File: config.mk
export PLATFORM = sky130hd
export DESIGN_NAME = power_rail_sequencer
export DESIGN_NICKNAME = d
export VERILOG_FILES = /design/src/rtl/power_rail_sequencer.sv
export SDC_FILE = /design/constraint.sdc
export NUM_CORES = 1
export LEC_CHECK = 0
export CORE_UTILIZATION = 49
export DETAILED_ROUTE_END_ITERATION = 10
export HOLD_SLACK_MARGIN = 0.03
export PLACE_DENSITY = 0.68
export SYNTH_ARGS = -nofsm -noshare
export SYNTH_HDL_FRONTEND = slang
export SYNTH_SLANG_ARGS = --single-unit
File: constraint.sdc
create_clock -name wb_clk_i -period 6 [get_ports wb_clk_i]
set_input_delay 1.5 -clock wb_clk_i [delete_from_list [all_inputs] [get_ports wb_clk_i]]
set_output_delay 1.5 -clock wb_clk_i [all_outputs]
set_load 0.01 [all_outputs]
File: src/rtl/power_rail_sequencer.sv
// Power rail sequencer: brings up ATX, board and MGT rails in order with PG waits
// and timed steps, unwinds them in reverse on power-down, timeout or abort.
//
// Ports:
//   wb_clk_i, wb_rst_i            clock, synchronous active-high reset
//   power_up, power_down          single-cycle command strobes
//   power_up_done, power_down_done single-cycle completion strobes
//   busy, seq_fault, fault_step   status and latched timeout info
//   ATX_*, G*_EN, INHIBIT_*, TRACK_2V5, MGT_*  rail controls and PG inputs
module power_rail_sequencer #(
  parameter logic [31:0] STEP_WAIT  = 32'h0003_ffff,
  parameter logic [31:0] PG_TIMEOUT = 32'h003f_ffff
) (
  input  logic       wb_clk_i,
  input  logic       wb_rst_i,
  input  logic       power_up,
  input  logic       power_down,
  output logic       power_up_done,
  output logic       power_down_done,
  output logic       busy,
  output logic       seq_fault,
  output logic [3:0] fault_step,
  output logic       ATX_PS_ON_N,
  input  logic       ATX_PWR_OK,
  output logic       G12V_EN,
  output logic       G5V_EN,
  output logic       G3V3_EN,
  output logic       INHIBIT_1V0,
  output logic       INHIBIT_1V2,
  output logic       INHIBIT_1V5,
  output logic       INHIBIT_1V8,
  output logic       INHIBIT_2V5,
  output logic       TRACK_2V5,
  output logic       MGT_AVCC_EN,
  output logic       MGT_AVCCPLL_EN,
  output logic       MGT_AVTTX_EN,
  input  logic       MGT_AVCC_PG,
  input  logic       MGT_AVCCPLL_PG,
  input  logic       MGT_AVTTX_PG
);

  typedef enum logic [1:0] {
    S_OFF,
    S_UP,
    S_ON,
    S_DOWN
  } state_t;

  state_t      state_q, state_d;
  logic [3:0]  step_q, step_d;
  logic [31:0] cnt_q, cnt_d;
  logic        abort_q, abort_d;
  logic        seq_fault_q, seq_fault_d;
  logic [3:0]  fault_step_q, fault_step_d;
  logic        up_done_q, up_done_d;
  logic        dn_done_q, dn_done_d;
  logic        busy_q, busy_d;
  logic [9:0]  rails_q, rails_d;
  logic [3:0]  sync1_q, sync1_d;
  logic [3:0]  sync2_q, sync2_d;

  logic        pg_step;
  logic        pg_sel;
  logic        adv;
  logic        tmo;
  logic [3:0]  lvl;

  always_comb begin
    sync1_d = {MGT_AVTTX_PG, MGT_AVCCPLL_PG,
               MGT_AVCC_PG, ATX_PWR_OK};
    sync2_d = sync1_q;

    pg_step = (step_q == 4'd1) || (step_q >= 4'd8);
    case (step_q)
      4'd1:    pg_sel = sync2_q[0];
      4'd8:    pg_sel = sync2_q[1];
      4'd9:    pg_sel = sync2_q[2];
      4'd10:   pg_sel = sync2_q[3];
      default: pg_sel = 1'b0;
    endcase
    adv = pg_step ? pg_sel : (cnt_q == 32'd0);
    tmo = pg_step && !pg_sel && (cnt_q == 32'd0);

    state_d      = state_q;
    step_d       = step_q;
    cnt_d        = cnt_q;
    abort_d      = abort_q;
    seq_fault_d  = seq_fault_q;
    fault_step_d = fault_step_q;
    up_done_d    = 1'b0;
    dn_done_d    = 1'b0;

    unique case (state_q)
      S_OFF: begin
        if (power_up && !power_down) begin
          state_d      = S_UP;
          step_d       = 4'd1;
          cnt_d        = PG_TIMEOUT;
          abort_d      = 1'b0;
          seq_fault_d  = 1'b0;
          fault_step_d = 4'd0;
        end
      end
      S_UP: begin
        if (power_down) begin
          state_d = S_DOWN;
          cnt_d   = STEP_WAIT;
          abort_d = 1'b1;
        end else if (adv) begin
          if (step_q == 4'd10) begin
            state_d   = S_ON;
            cnt_d     = 32'd0;
            up_done_d = 1'b1;
          end else begin
            step_d = step_q + 4'd1;
            // steps 8..10 wait on a power-good
            cnt_d  = (step_q >= 4'd7) ? PG_TIMEOUT
                                      : STEP_WAIT;
          end
        end else if (tmo) begin
          state_d      = S_DOWN;
          cnt_d        = STEP_WAIT;
          abort_d      = 1'b1;
          seq_fault_d  = 1'b1;
          fault_step_d = step_q;
        end else begin
          cnt_d = cnt_q - 32'd1;
        end
      end
      S_ON: begin
        if (power_down) begin
          state_d = S_DOWN;
          step_d  = 4'd10;
          cnt_d   = STEP_WAIT;
          abort_d = 1'b0;
        end
      end
      S_DOWN: begin
        if (cnt_q != 32'd0) begin
          cnt_d = cnt_q - 32'd1;
        end else if (step_q == 4'd1) begin
          state_d   = S_OFF;
          step_d    = 4'd0;
          dn_done_d = 1'b1;
          // an aborted bring-up also owes its up completion
          up_done_d = abort_q;
          abort_d   = 1'b0;
        end else begin
          step_d = step_q - 4'd1;
          cnt_d  = STEP_WAIT;
        end
      end
      default: state_d = S_OFF;
    endcase

    // number of steps whose rails are applied after this edge
    unique case (state_d)
      S_UP:    lvl = step_d;
      S_ON:    lvl = 4'd10;
      S_DOWN:  lvl = step_d - 4'd1;
      default: lvl = 4'd0;
    endcase
    for (int j = 0; j < 10; j++) begin
      rails_d[j] = (lvl > 4'(j));
    end
    busy_d = (state_d == S_UP) || (state_d == S_DOWN);
  end

  always_ff @(posedge wb_clk_i) begin
    if (wb_rst_i) begin
      state_q      <= S_OFF;
      step_q       <= 4'd0;
      cnt_q        <= 32'd0;
      abort_q      <= 1'b0;
      seq_fault_q  <= 1'b0;
      fault_step_q <= 4'd0;
      up_done_q    <= 1'b0;
      dn_done_q    <= 1'b0;
      busy_q       <= 1'b0;
      rails_q      <= 10'd0;
      sync1_q      <= 4'd0;
      sync2_q      <= 4'd0;
    end else begin
      state_q      <= state_d;
      step_q       <= step_d;
      cnt_q        <= cnt_d;
      abort_q      <= abort_d;
      seq_fault_q  <= seq_fault_d;
      fault_step_q <= fault_step_d;
      up_done_q    <= up_done_d;
      dn_done_q    <= dn_done_d;
      busy_q       <= busy_d;
      rails_q      <= rails_d;
      sync1_q      <= sync1_d;
      sync2_q      <= sync2_d;
    end
  end

  assign power_up_done   = up_done_q;
  assign power_down_done = dn_done_q;
  assign busy            = busy_q;
  assign seq_fault       = seq_fault_q;
  assign fault_step      = fault_step_q;

  assign ATX_PS_ON_N    = ~rails_q[0];
  assign G12V_EN        = rails_q[1];
  assign G5V_EN         = rails_q[1];
  assign G3V3_EN        = rails_q[1];
  assign INHIBIT_1V0    = ~rails_q[2];
  assign INHIBIT_1V2    = ~rails_q[3];
  assign INHIBIT_1V5    = ~rails_q[4];
  assign INHIBIT_1V8    = ~rails_q[5];
  assign INHIBIT_2V5    = ~rails_q[6];
  assign TRACK_2V5      = rails_q[6];
  assign MGT_AVCC_EN    = rails_q[7];
  assign MGT_AVCCPLL_EN = rails_q[8];
  assign MGT_AVTTX_EN   = rails_q[9];

endmodule

==> results.yml <==
grt:
  grt_pass1_vias: 3060
  grt_pass1_wl_um: 15200
  grt_max_degree: 35
  track_usage: 0.253
  grt_overflow_total: 0
  antenna_found_initial: 0
clocking:
  cts_made_buffers: 9
  h-tree-depth: 3
  cts_setup_buffers: 0
  clkLatencyLatePin_ns: 0.35
  cts_hold_buf: 0
  cts-root-buf: "clkbuf_8"
  cts_buffer_depth: 2
  cts_resized: 0
  path_clk_slew_ns: 0.07
  cts_tree: "done"
  cts.sink_count: 65
final_layout:
  drive_above_1_share: 0.0882
  areaGrowthSynthToFinish_pct: 14.8
  final_net_count: 485
  stdcell_count: 572
  n_fill_cell: 643
  finish.instance_area_sq_mm: 0.00412
  final_util: 0.593
  antenna_cells: 0
worst_hold_path:
  worstHoldPathType: "reg2reg"
routing:
  vias_per_cell: 6.01
  drt_iter0_drc: 266
  vias: 3436
  drt_wl_total_um: 9140
  wl_per_cell_um: 16.0
  drt_first_pass_iters: 6
  drtAntennaViolNets: 0
  drc: 0
sta:
  hold_slack_ns: 0.446
  fin_ws_ns: 1.47
  rsz0062_at_grt: "no"
  fin_tns_setup_ns: 0
  slew_viol_final: 0
  fin_crit_sh: 0.755
  finalHoldViolCount: 0
  worst_pin_slew_ns: 0.989
  max_slew_margin: 0.340
  max_freq_ghz: 0.221
  clock_skew_ns: 0.00789
  period_needed_ns: 4.53
  finalSetupViolCount: 0
pwr:
  leakagePower_nw: 1.50
  power_mw: 1.51
  vdd_ir_drop_max_mv: 0.152
  p_per_area_mw_per_mm2: 368
setup_path:
  crit_arrival_ns: 4.74
  crit_required_ns: 6.21
  cp_max_fo: 12
  endpoint_kind: "register"
  path_class: "in2reg"
  cp-start-kind: "input port"
logic_synthesis:
  synth_compound_area_frac: 0.226
  muxShareOfSynthArea: 0.00314
  dominantRegCellSynth: "dfxtp_1"
  synth_top_area_frac: 0.363
  ys_types: 67
  synth-seq-cells: 65
  postSynthCellCount: 454
  synth_xor_area_frac: 0.0391
  syn_area_sq_mm: 0.00358
  synth_commonest_cells: "dfxtp_1, nor2_1, a21oi_1, o21ai_0, nand2_1"
  yosysWarnings: 0
  yosysSeqAreaShare: 0.363
  synth.area.top_cells: "dfxtp_1, nor2_1, a21oi_1"
  syn_nets: 468
  yosys.area_share.simple: 0.290
  synth_enable_flop_cells: 0
  yosysTopAreaCell: "dfxtp_1"
  yosysMostFrequentCell: "dfxtp_1"
  avgSynthCellArea_sq_um: 7.90
  synth_top_family_by_area: "simple AND/OR/NAND/NOR gates"
  yosys.area_share.adder: 0.0209
  async_flop_share: 0
die:
  initial_core_util: 0.516
  dieWidth_um: 87.5
  num_rows: 30
  coreArea_sq_mm: 0.00694
  die_h_um: 87.5
  ios: 29
  die_area_sq_mm: 0.00766
job:
  cap_violations: 0
placement:
  dpl_cell_area_sq_mm: 0.00390
  port_buffers: 28
  place_hpwl_um: 6180
  dp_slack_ns: 1.20
  gp_congestion: 0.860
  dp.cells: 556
status:
  status: "finished, final reports clean"
## area by class of cell
| class | count | area (sq um) | area share |
|---|---|---|---|
| clock inverter | 7 | 95.1 | 0.0231 |
| clock buffer | 9 | 124 | 0.0301 |
| sequential | 65 | 1300 | 0.316 |
| timing repair buffer | 32 | 310 | 0.0754 |
| inverter | 23 | 86.3 | 0.0210 |
| multi-input combinational | 340 | 2080 | 0.505 |
| tap | 96 | 120 | 0.0292 |
## cells by family after synthesis
| logic type | Yosys count |
|---|---|
| AO/OA/AOI/OAI | 127 |
| adder cells (fa/ha/maj) | 6 |
| flip-flops | 65 |
| buffers and inverters | 49 |
| multiplexers | 1 |
| AND/OR/NAND/NOR | 190 |
| XOR/XNOR | 16 |
## metal layers
layer	track usage	up-vias	wire, um
li1	-	1681	-
met1	0.360	1614	4490
met2	0.391	120	4000
met3	0.0330	21	435
met4	0.101	0	209
met5	0	-	0
## layout by cell type (no fill, tap or decap), types with 3 or more instances in the layout
master / count
buf_4: 4
and3_1: 4
nor2b_1: 9
a21oi_1: 37
nand2b_1: 4
ha_1: 6
o21ai_1: 3
dfxtp_1: 65
o21ai_0: 33
nand3_1: 11
clkbuf_8: 9
xor2_1: 6
clkdlybuf4s50_1: 28
a22oi_1: 6
nor3_1: 17
xnor2_1: 10
a31oi_1: 6
nor4_1: 17
nand2_1: 31
inv_1: 23
a211oi_1: 7
or4_1: 4
nand4_1: 3
o221a_2: 4
o22ai_1: 6
nor2_1: 54
nor3b_1: 5
or2_2: 4
or3_1: 8
## registers in the layout (all words and copies together) (netlist names), 2 cells and up
| name | count |
|---|---|
| rails_q | 10 |
| sync2_q | 4 |
| state_q | 2 |
| sync1_q | 4 |
| fault_step | 4 |
| cnt_q | 32 |
| step_q | 4 |
## worst paths after layout
check / slack (ns) / startpoint / cells after the start / end
worst max-delay path: 1.47 / power_down / 11 / rails_q[0]$_SDFF_PP0_
worst min-delay path: 0.45 / sync1_q[1]$_SDFF_PP0_ / 1 / sync2_q[1]$_SDFF_PP0_
worst max register to register: 2.07 / step_q[0]$_SDFF_PP0_ / 11 / rails_q[0]$_SDFF_PP0_
worst min register to register: 0.45 / sync1_q[1]$_SDFF_PP0_ / 1 / sync2_q[1]$_SDFF_PP0_
## power by group
part           internal (mW)  total [mW]  switching, mW  leakage, nW
registers              0.501       0.582         0.0805        0.535
clock network          0.234       0.412          0.179        0.109
logic                  0.221       0.519          0.298        0.854
## worst max-delay path, stage by stage
cell	delay, ns
clkdlybuf4s50_1	0.75
inv_1	0.19
a211oi_1	0.69
or2_2	0.22
o221a_2	0.18
or2_2	0.14
ha_1	0.13
nor4b_1	0.28
a21oi_1	0.15
a21boi_0	0.39
nand3_1	0.11
(Power assumes the default switching activity.)
